`src/rtl/flm_alloc.sv`:
```
// Self-allocating free-list manager: grants a free ID per accepted request, reclaims IDs on F free ports.
// Optional round-robin grant selection via FLM_ALLOC_RR_EN (default: lowest-index-free).
module flm_alloc #(
  parameter int unsigned N = 16,
  parameter int unsigned F = 2,
  localparam int unsigned W  = $clog2(N),
  localparam int unsigned CW = $clog2(N) + 1
) (
  input  logic            clk,
  input  logic            rst,
  input  logic            alloc_req,
  output logic            alloc_rdy,
  output logic [W-1:0]    alloc_id,
  input  logic [F-1:0]    free_vld,
  input  logic [F*W-1:0]  free_id,
  input  logic            clear,
  output logic [N-1:0]    state_r,
  output logic [CW-1:0]   count_r,
  output logic            idle_r,
  output logic            busy_r,
  output logic            err_r
);

  logic [N-1:0]  state_q, state_d;
  logic [CW-1:0] count_q, count_d;
  logic          idle_q, idle_d;
  logic          busy_q, busy_d;
  logic          err_q, err_d;
  logic [W-1:0]  id_q, id_d;
`ifdef FLM_ALLOC_RR_EN
  logic [W-1:0]  ptr_q, ptr_d;
`endif

  logic          fire;
  logic [F-1:0]  legal;
  logic [N-1:0]  free_mask;
  logic [CW-1:0] nfree;
  logic          dup, hit;
  logic          found;
  int unsigned   sel;

  assign alloc_rdy = ~busy_q & ~clear;
  assign fire      = alloc_req & alloc_rdy;

  // Legality is judged against the registered state, so an ID granted this cycle cannot be freed.
  always_comb begin
    legal     = '0;
    free_mask = '0;
    nfree     = '0;
    dup       = 1'b0;
    hit       = 1'b0;
    for (int unsigned p = 0; p < F; p++) begin
      dup = 1'b0;
      hit = 1'b0;
      for (int unsigned q = 0; q < p; q++) begin
        if (free_vld[q] && (free_id[q*W +: W] == free_id[p*W +: W])) dup = 1'b1;
      end
      for (int unsigned i = 0; i < N; i++) begin
        if (free_id[p*W +: W] == W'(i)) hit = state_q[i];
      end
      legal[p] = free_vld[p] & hit & ~dup;
      for (int unsigned i = 0; i < N; i++) begin
        if (legal[p] && (free_id[p*W +: W] == W'(i))) free_mask[i] = 1'b1;
      end
      nfree = nfree + CW'(legal[p]);
    end
  end

  always_comb begin
    state_d = state_q & ~free_mask;
    for (int unsigned i = 0; i < N; i++) begin
      if (fire && (id_q == W'(i))) state_d[i] = 1'b1;
    end
    count_d = count_q + CW'(fire) - nfree;
    err_d   = err_q | (|(free_vld & ~legal));
`ifdef FLM_ALLOC_RR_EN
    ptr_d = ptr_q;
    if (fire) ptr_d = (id_q == W'(N-1)) ? '0 : id_q + 1'b1;
`endif
    if (clear) begin
      state_d = '0;
      count_d = '0;
      err_d   = 1'b0;
`ifdef FLM_ALLOC_RR_EN
      ptr_d   = '0;
`endif
    end
    idle_d = ~|state_d;
    busy_d = &state_d;

    // Next grant is picked from next-cycle state so alloc_id leaves straight from a flop.
    id_d  = '0;
    found = 1'b0;
    sel   = 0;
    for (int unsigned k = 0; k < N; k++) begin
`ifdef FLM_ALLOC_RR_EN
      sel = int'(ptr_d) + k;
      if (sel >= N) sel = sel - N;
`else
      sel = k;
`endif
      if (!found && !state_d[sel]) begin
        id_d  = W'(sel);
        found = 1'b1;
      end
    end
  end

  always_ff @(posedge clk) begin
    if (rst) begin
      state_q <= '0;
      count_q <= '0;
      idle_q  <= 1'b1;
      busy_q  <= 1'b0;
      err_q   <= 1'b0;
      id_q    <= '0;
`ifdef FLM_ALLOC_RR_EN
      ptr_q   <= '0;
`endif
    end else begin
      state_q <= state_d;
      count_q <= count_d;
      idle_q  <= idle_d;
      busy_q  <= busy_d;
      err_q   <= err_d;
      id_q    <= id_d;
`ifdef FLM_ALLOC_RR_EN
      ptr_q   <= ptr_d;
`endif
    end
  end

  assign alloc_id = id_q;
  assign state_r  = state_q;
  assign count_r  = count_q;
  assign idle_r   = idle_q;
  assign busy_r   = busy_q;
  assign err_r    = err_q;

endmodule

```
`config.mk`:
```
export PLATFORM = sky130hd
export DESIGN_NAME = flm_alloc
export DESIGN_NICKNAME = d
export VERILOG_FILES = /design/src/rtl/flm_alloc.sv
export SDC_FILE = /design/constraint.sdc
export NUM_CORES = 1
export LEC_CHECK = 0
export ABC_AREA = 1
export CORE_MARGIN = 4
export CORE_UTILIZATION = 40
export DETAILED_ROUTE_END_ITERATION = 8
export SYNTH_ARGS = -nofsm -noshare
export SYNTH_HDL_FRONTEND = slang
export SYNTH_SLANG_ARGS = --single-unit
```
`constraint.sdc`:
```
create_clock -name clk -period 7 [get_ports clk]
set_clock_uncertainty 0.2 [all_clocks]
set_input_delay 1.75 -clock clk [delete_from_list [all_inputs] [get_ports clk]]
set_output_delay 1.75 -clock clk [all_outputs]
set_load 0.005 [all_outputs]
```
### Word level (Yosys, flattened, before mapping)

Cells that the tools add are included.

| word-level totals | value |
|---|---|
| output and inout port bits | 29 |
| word-level logic and storage cells | 281 |
| bits of input ports | 14 |
| bits in registers | 28 |

| cells by class | value |
|---|---|
| add/subtract/negate cells | 3 |
| multiplexer cells | 112 |
| eq/ne operators | 46 |
| bitwise operators | 13 |
| reduce and logical (&&, ||, !) cells | 101 |

Operators with widths:

| cell | number |
|---|---|
| 1-bit 2-to-1 mux | 97 |
| 4-bit equality test (second input constant) | 24 |
| 1-bit logical AND | 64 |
| 4-bit 2-to-1 mux | 14 |
| 4-bit by 3-bit equality test with 1-bit output (second input constant) | 12 |
| 1-bit logical NOT | 30 |
| 4-bit by 2-bit equality test with 1-bit output (second input constant) | 6 |
| 16-bit AND | 1 |
| 16-bit 2-to-1 mux | 1 |
| 16-bit NOT | 1 |
| 16-bit AND reduction | 1 |
| 16-bit OR reduction | 1 |
| 4-bit by 1-bit equality test with 1-bit output (second input constant) | 3 |
| 4-bit logical NOT | 3 |
| 5-bit by 1-bit adder with 5-bit output | 1 |
| 1-bit AND | 5 |
| 5-bit by 2-bit subtractor with 5-bit output | 1 |
| 4-bit equality test | 1 |
| 2-bit OR reduction | 2 |
| 1-bit NOT | 3 |
| 1-bit by 1-bit adder with 2-bit output | 1 |
| 2-bit AND | 1 |
| 2-bit NOT | 1 |
| 1-bit OR | 1 |

### Depth between registers and ports, before layout

Gate-level depths: netlist of the first run.

| logic depth | value |
|---|---|
| depth in word-level cells | 70 |
| mapped depth | 27 |
| gate-level depth less buffers | 27 |

### Worst setup path before layout of the first run

No wires, ideal clock.

| timing path | value |
|---|---|
| path type | in2reg |
| start | in free_id[7] |
| end | reg count_q[3] (netlist: count_r[3]) |
| library setup time | 128 ps |
| required time | 6672 ps |
| cell stages on the path | 21 |
| arrival | 4071 ps |
| path slack | 2602 ps |
| buffers on the path | 0 |
| cell sequence | nor2_2 > nand2_1 > o21ai_0 > inv_1 > nand2_1 > nand2_1 > nand4_1 > nand2_1 > nand4_2 > nand2_2 > nand3_4 > nand2_2 > fa_1 > inv_1 > ha_1 > inv_1 > ha_1 > inv_1 > fa_1 > xor2_1 > nor2_1 |

| between the ends | value |
|---|---|
| longest elaborated chain between the ends | 21 |
| elaborated cells between the ends (all ways) | 40 |
| those cells by class | add/sub (2); eq/ne (16); mux (17); bitwise (3); reduce/logical (2) |

RTL lines:

| item | line | source |
|---|---|---|
| start: declaration | 15 | `input logic [F*W-1:0] free_id,` |
| 4-bit logical NOT | 59 | `if (free_id[p*W +: W] == W'(i)) hit = state_q[i];` |
| 1-bit 2-to-1 mux (16 in series) | 59 |  |
| 1-bit AND | 61 | `legal[p] = free_vld[p] & hit & ~dup;` |
| 1-bit AND (*) | 61 |  |
| 1-bit by 1-bit adder with 2-bit output (*) | 65 | `nfree = nfree + CW'(legal[p]);` |
| 5-bit by 2-bit subtractor with 5-bit output (*) | 74 | `count_d = count_q + CW'(fire) - nfree;` |
| end signal: assignment | 122 | `count_q <= count_d;` |
| end: declaration | 25 | `logic [CW-1:0] count_q, count_d;` |

Every way passes the cells marked *; elsewhere a longest branch is shown, timed or not.
A chain may end at the register's enable or synchronous reset.

### Worst setup path after layout of the first run

| timing path | value |
|---|---|
| start | in free_id[5] |
| end | reg count_q[4] (netlist: count_r[4]) |

Same word-level chain as after synthesis.

==> impl_metrics.json, run 1 <==
{
  "postSynthRegisterBits": 28,
  "critical_path.max_fanout": 9,
  "synth_nets": 419,
  "num_antenna_cells": 0,
  "grt_pass1_vias": 2661,
  "critical_path.slowest_cell": "sky130_fd_sc_hd__clkdlybuf4s50_1",
  "finish.instance_area_um2": 2890,
  "floorplan.core_area_um2": 5610,
  "postCtsHoldBufs": 0,
  "clkTransAtPathRegs_ns": 0.09,
  "synthesis.area_per_instance_um2": 5.94,
  "globalplace.congestion": 0.974,
  "drt-total-wl_um": 7470,
  "ctsHtreeMaxLevel": 1,
  "place_area_um2": 2850,
  "fraction_of_final_layout_cells_sized_beyond_drive_strength_1_pct": 7.29,
  "port_buffers": 42,
  "crit_path_start_kind": "primary input",
  "setup-violations-final": 0,
  "worst_margin_pin_slew_ns": 0.616,
  "hold_class": "reg -> reg",
  "crit_chain": "clkdlybuf4s50_1 > nand2_1 > inv_1 > nand2_1 > o21ai_0 > inv_1 > nand2_1 > nand2_1 > nand4_1 > nand2_1 > nand4_2 > nand2_2 > nand3_4 > nand2_2 > fa_1 > inv_1 > ha_1 > inv_1 > ha_1 > nand2_1 > nor2_1 > a211oi_1 > a21oi_1 > o21a_1",
  "totalPowerFinal_uw": 324,
  "hold_violations": 0,
  "cts-root-buf": "sky130_fd_sc_hd__clkbuf_8",
  "layout_min_cycle_time_ns": 5.20,
  "count_of_final_max_slew_check_failures": 0,
  "number_of_instances_resized_during_post_cts_repair": 0,
  "postCtsSetupBuffers": 0,
  "leading_cell_type_in_the_layout_fill_and_taps_excluded": "sky130_fd_sc_hd__nand2_1",
  "power.static_leakage_nw": 1.19,
  "tritoncts_clock_tree": "done",
  "cts_max_path_buffers": 2,
  "wl_per_cell_um": 14.6,
  "setup_ws_ns": 1.80,
  "syn-cell-area_um2": 2360,
  "gr-total-overflow": 0,
  "area_growth_pct": 22.3,
  "place_ws_ns": 1.52,
  "clock_insertion_delay_worst_skew_ns": 0.27,
  "placed_cells_incl_taps": 508,
  "power_density_nw_per_um2": 112,
  "slew-limit-headroom_pct": 58.5,
  "timing_worst_setup_path_type": "in -> reg",
  "synth-warning-count": 0,
  "firstDrtPassIters": 5,
  "worst_setup_path_end_kind": "register",
  "critPathMostFrequentCell": "sky130_fd_sc_hd__nand2_1",
  "grt_setup_unrepaired": "no",
  "drt_drc_violations_left": 0,
  "placementRows": 27,
  "seq_area_frac_synth_pct": 23.7,
  "nets": 462,
  "vdd_drop_max_uv": 70.4,
  "synth_cell_type_count": 41,
  "drtAntennaViolNets": 0,
  "grt_first_pass_wirelength_um": 12200,
  "route.vias.total": 2707,
  "hpwlAfterDp_um": 6060,
  "initial_utilization_pct": 42.1,
  "totalNegativeSetupSlack_ns": 0,
  "layout_worst_path_cycle_share_pct": 74.3,
  "die_y_um": 84.9,
  "cts_made_buffers": 3,
  "post_layout_nonfiller_instances": 511,
  "antenna_found_initial": 0,
  "vias_per_cell": 5.30,
  "initialDrtViolationCount": 160,
  "postSynth.asyncResetShare_pct": 0,
  "cts_sinks": 28,
  "critPathMaxStageDelay_ns": 0.56,
  "max_cap_violations": 0,
  "worst_hold_slack_ns": 0.313,
  "synth-edff-count": 0,
  "mostFrequentLayoutCells": "91 x sky130_fd_sc_hd__nand2_1, 71 x sky130_fd_sc_hd__nor2_1, 67 x sky130_fd_sc_hd__inv_1, 42 x sky130_fd_sc_hd__nand3_1, 42 x sky130_fd_sc_hd__clkdlybuf4s50_1",
  "io_pins": 43,
  "groute.usage.overall_pct": 20.9,
  "status": "finished clean",
  "largest_net_degree_at_the_start_of_global_routing": 16,
  "worst_ep_arrival_time_ns": 5.18,
  "dieWidth_um": 84.9,
  "synth_cells": 398,
  "postSynth.topFlopCell": "sky130_fd_sc_hd__dfxtp_1",
  "final_util_pct": 51.6,
  "fmax_ghz": 0.192,
  "worst_endpoint_required_time_ns": 6.98,
  "die-area_um2": 7200
}
-- layer usage --
layer  share of wire (%)  routed length (um)  track usage [%]
met5                   0                   0                0
met4                 3.0                 221             8.20
met3                 6.9                 515             3.01
met2                  46                3430             34.7
met1                  44                3300             27.2
-- synth_stat cells (2+ instances only) --
| cell | n | share of area [%] |
|---|---|---|
| sky130_fd_sc_hd__a21oi_2 | 3 | 1.1 |
| sky130_fd_sc_hd__inv_1 | 67 | 11 |
| sky130_fd_sc_hd__a41oi_1 | 2 | 0.74 |
| sky130_fd_sc_hd__ha_1 | 5 | 2.6 |
| sky130_fd_sc_hd__nor4_1 | 5 | 1.3 |
| sky130_fd_sc_hd__nor2_1 | 71 | 11 |
| sky130_fd_sc_hd__o21ai_0 | 9 | 1.9 |
| sky130_fd_sc_hd__nor2_2 | 8 | 2.1 |
| sky130_fd_sc_hd__o21ai_1 | 2 | 0.42 |
| sky130_fd_sc_hd__o22ai_1 | 2 | 0.53 |
| sky130_fd_sc_hd__nor3_1 | 4 | 0.85 |
| sky130_fd_sc_hd__nand2_1 | 91 | 14 |
| sky130_fd_sc_hd__xor2_1 | 2 | 0.74 |
| sky130_fd_sc_hd__nand3_2 | 2 | 0.85 |
| sky130_fd_sc_hd__clkbuf_1 | 2 | 0.32 |
| sky130_fd_sc_hd__fa_1 | 2 | 1.7 |
| sky130_fd_sc_hd__o21ai_2 | 2 | 0.74 |
| sky130_fd_sc_hd__nand3b_1 | 3 | 0.95 |
| sky130_fd_sc_hd__o211ai_1 | 2 | 0.64 |
| sky130_fd_sc_hd__nand3_1 | 42 | 8.9 |
| sky130_fd_sc_hd__nand4_1 | 11 | 2.9 |
| sky130_fd_sc_hd__o21a_1 | 4 | 1.3 |
| sky130_fd_sc_hd__a21oi_1 | 6 | 1.3 |
| sky130_fd_sc_hd__dfxtp_1 | 28 | 24 |
| sky130_fd_sc_hd__inv_2 | 4 | 0.64 |
| sky130_fd_sc_hd__nand2_2 | 4 | 1.1 |
-- critical path: cells and delay by family --
family	cells	cell delay, ns
adder cells (fa/ha/maj)	3	0.85
AO/OA/AOI/OAI	4	0.61
buffers and inverters	5	0.88
AND/OR/NAND/NOR	12	1.07
-- power by group --
part	internal, mW	switching, mW
clock	0.0387	0.0496
combinational	0.0275	0.0429
sequential	0.162	0.00267
total	0.229	0.0952
-- final cells by class --
class | instances | area, um2
multi-input cells | 294 | 1510
clock buffers | 3 | 41.3
repair buffers | 42 | 420
well taps | 72 | 90.1
fillers | 634 | 2720
inverters | 72 | 270
flip-flops and latches | 28 | 561
-- cell families (layout without fill, tap and decap cells) --
group | Yosys count | after routing | share of synthesized area [%]
xor gates and xnor gates | 2 | 2 | 0.741
buffers and inverters | 76 | 117 | 12.4
and+or+nand+nor | 247 | 247 | 48.0
adders and majority gates | 7 | 7 | 4.34
DFF | 28 | 28 | 23.7
AOI/OAI and AO/OA | 38 | 38 | 10.7
-- worst paths after layout --
check / from / slack (ns) / depth (start not counted) / endpoint
max: free_id[5] / 1.80 / 24 / count_r[4]
min: err_r / 0.31 / 2 / err_r
max reg2reg: state_r[3] / 3.72 / 21 / count_r[4]
min reg2reg: err_r / 0.31 / 2 / err_r
-- state kept, by name (all words and copies together), names as in the netlist --
| register | count |
|---|---|
| alloc_id | 4 |
| busy_r | 1 |
| count_r | 5 |
| err_r | 1 |
| idle_r | 1 |
| state_r | 16 |
(Power assumes the default switching activity.)
==> run 2: changes to the inputs <==
- PLACE_DENSITY: not set -> 0.66
- clock period: 7 -> 4.3 ns (I/O delays scaled with it)
==> impl_metrics.json, run 2 (synthesized netlist as in run 1, its figures left out) <==
{
  "critical_path.slowest_cell": "sky130_fd_sc_hd__fa_1",
  "drt-total-wl_um": 8170,
  "postCtsSetupBuffers": 0,
  "initialDrtViolationCount": 225,
  "area_of_the_multi_input_gates_um2": 1530,
  "hold_class": "reg -> reg",
  "area_growth_pct": 45.4,
  "clock_insertion_delay_worst_skew_ns": 0.27,
  "max_cap_violations": 0,
  "critical_path_buffers_and_inverters": 5,
  "gr-total-overflow": 0,
  "postCtsHoldBufs": 0,
  "finish.instance_area_um2": 3440,
  "largest_reg_flops": 16,
  "placementRows": 27,
  "io_pins": 43,
  "antenna_found_initial": 0,
  "drt_drc_violations_left": 0,
  "route.vias.total": 2937,
  "die-area_um2": 7200,
  "r2r-start": "state_r[3]",
  "leading_cell_type_in_the_layout_fill_and_taps_excluded": "sky130_fd_sc_hd__nand2_1",
  "hpwlAfterDp_um": 6760,
  "critical_path.max_fanout": 6,
  "fmax_ghz": 0.246,
  "cts_made_buffers": 3,
  "drtAntennaViolNets": 0,
  "placed_cells_incl_taps": 576,
  "worst_setup_path_end_kind": "register",
  "firstDrtPassIters": 5,
  "cts_sinks": 28,
  "filler_cell_count": 574,
  "tritoncts_clock_tree": "done",
  "fraction_of_final_layout_cells_sized_beyond_drive_strength_1_pct": 20.9,
  "crit_chain": "dlygate4sd2_1 > nor2_4 > nand2_1 > o21ai_0 > inv_1 > nand2_1 > nand2_1 > nand4_1 > nand2_1 > nand4_2 > nand2_2 > nand3_4 > nand2_2 > fa_1 > inv_1 > ha_1 > inv_1 > ha_1 > inv_1 > fa_1 > xor2_1 > nor2_1",
  "wl_per_cell_um": 14.1,
  "crit_path_start_kind": "primary input",
  "die_y_um": 84.9,
  "nets": 530,
  "crit_start": "free_id[7]",
  "place_area_um2": 3360,
  "floorplan.core_area_um2": 5610,
  "initial_utilization_pct": 42.1,
  "vdd_drop_max_uv": 153,
  "post_layout_nonfiller_instances": 579,
  "hold_path_start": "err_r",
  "seqCellArea_um2": 561,
  "globalplace.congestion": 0.958,
  "critPathMaxStageDelay_ns": 0.38,
  "count_of_final_max_slew_check_failures": 0,
  "setup-violations-final": 0,
  "cts_max_path_buffers": 2,
  "grt_first_pass_wirelength_um": 13700,
  "worst_ep_arrival_time_ns": 4.02,
  "place_ws_ns": -0.334,
  "power_density_nw_per_um2": 162,
  "ctsHtreeMaxLevel": 1,
  "worst_endpoint_required_time_ns": 4.25,
  "vias_per_cell": 5.07,
  "cp_top_family": "adder cells",
  "num_antenna_cells": 0,
  "timing_worst_setup_path_type": "in -> reg",
  "worst_margin_pin_slew_ns": 0.594,
  "slew-limit-headroom_pct": 60.3,
  "hold_violations": 0,
  "port_buffers": 42,
  "largest_net_degree_at_the_start_of_global_routing": 16,
  "layout_worst_path_cycle_share_pct": 94.5,
  "totalNegativeSetupSlack_ns": 0,
  "setup_ws_ns": 0.236,
  "cts-root-buf": "sky130_fd_sc_hd__clkbuf_8",
  "layout_min_cycle_time_ns": 4.06,
  "groute.usage.overall_pct": 23.1,
  "status": "finished clean",
  "dieWidth_um": 84.9,
  "grt_pass1_vias": 2910,
  "power.static_leakage_nw": 1.57,
  "mostFrequentLayoutCells": "91 x sky130_fd_sc_hd__nand2_1, 68 x sky130_fd_sc_hd__buf_4, 67 x sky130_fd_sc_hd__nor2_1, 66 x sky130_fd_sc_hd__inv_1, 42 x sky130_fd_sc_hd__nand3_1",
  "clkTransAtPathRegs_ns": 0.09,
  "grt_setup_unrepaired": "no"
}
-- run 2: cell count changes in the layout (fill, tap and decap cells not counted), sizes merged --
cell	change
dlygate4sd2	+2
buf	+68
clkdlybuf4s50	-8
dlymetal6s2s	+5
clkdlybuf4s15	+1
-- run 2: layout make-up --
type,instances,share of cell area [%]
Multi-Input combinational cell,294,44.6
Inverter,72,7.86
Timing Repair Buffer,110,27.4
Clock buffer,3,1.20
Sequential cell,28,16.3
Tap cell,72,2.62
-- run 2: path summary, 6_finish.rpt --
| kind | to | slack [ns] | cells after the start |
|---|---|---|---|
| max reg2reg | count_r[3] | 1.13 | 20 |
| min reg2reg | err_r | 0.36 | 2 |
| min | err_r | 0.36 | 2 |
| max | count_r[3] | 0.24 | 22 |
-- run 2: what timing repair did --
item,CTS,global route
resized for setup,5,12
hold endpoints to repair,0,0
setup endpoints to repair,2,8
-- run 2: through the flow --
stage	util [%]	hold WS, ns	power, mW
5_1_grt	61.3	0.395	0.591
6_report	61.3	0.358	0.556
2_1_floorplan	-	0.296	0.342
3_5_place_dp	59.9	0.342	0.418
3_3_place_gp	59.9	0.288	0.417
4_1_cts	60.8	0.358	0.558
-- run 2: report_power, final --
part	internal [mW]	total, mW	switching (mW)
logic	0.0677	0.147	0.0791
clock network	0.0629	0.140	0.0773
registers	0.264	0.269	0.00454
total	0.395	0.556	0.161
-- run 2: metal layers --
layer	track usage, %	share of wire, %
met1	29.8	45
met2	39.6	47
met3	2.43	5.0
met4	9.06	3.1
met5	0	0
-- run 2: worst reg2reg max path, stage by stage, from the launching register on --
cell and delay (ns):
sky130_fd_sc_hd__dfxtp_1 0.42, sky130_fd_sc_hd__inv_1 0.08, sky130_fd_sc_hd__o21ai_0 0.18, sky130_fd_sc_hd__inv_1 0.06
sky130_fd_sc_hd__nand2_1 0.07, sky130_fd_sc_hd__nand2_1 0.06, sky130_fd_sc_hd__nand4_1 0.11, sky130_fd_sc_hd__nand2_1 0.09
sky130_fd_sc_hd__nand4_2 0.08, sky130_fd_sc_hd__nand2_2 0.07, sky130_fd_sc_hd__nand3_4 0.08, sky130_fd_sc_hd__nand2_2 0.08
sky130_fd_sc_hd__fa_1 0.39, sky130_fd_sc_hd__inv_1 0.06, sky130_fd_sc_hd__ha_1 0.21, sky130_fd_sc_hd__inv_1 0.06
sky130_fd_sc_hd__ha_1 0.13, sky130_fd_sc_hd__inv_1 0.05, sky130_fd_sc_hd__fa_1 0.37, sky130_fd_sc_hd__xor2_1 0.14
sky130_fd_sc_hd__nor2_1 0.05
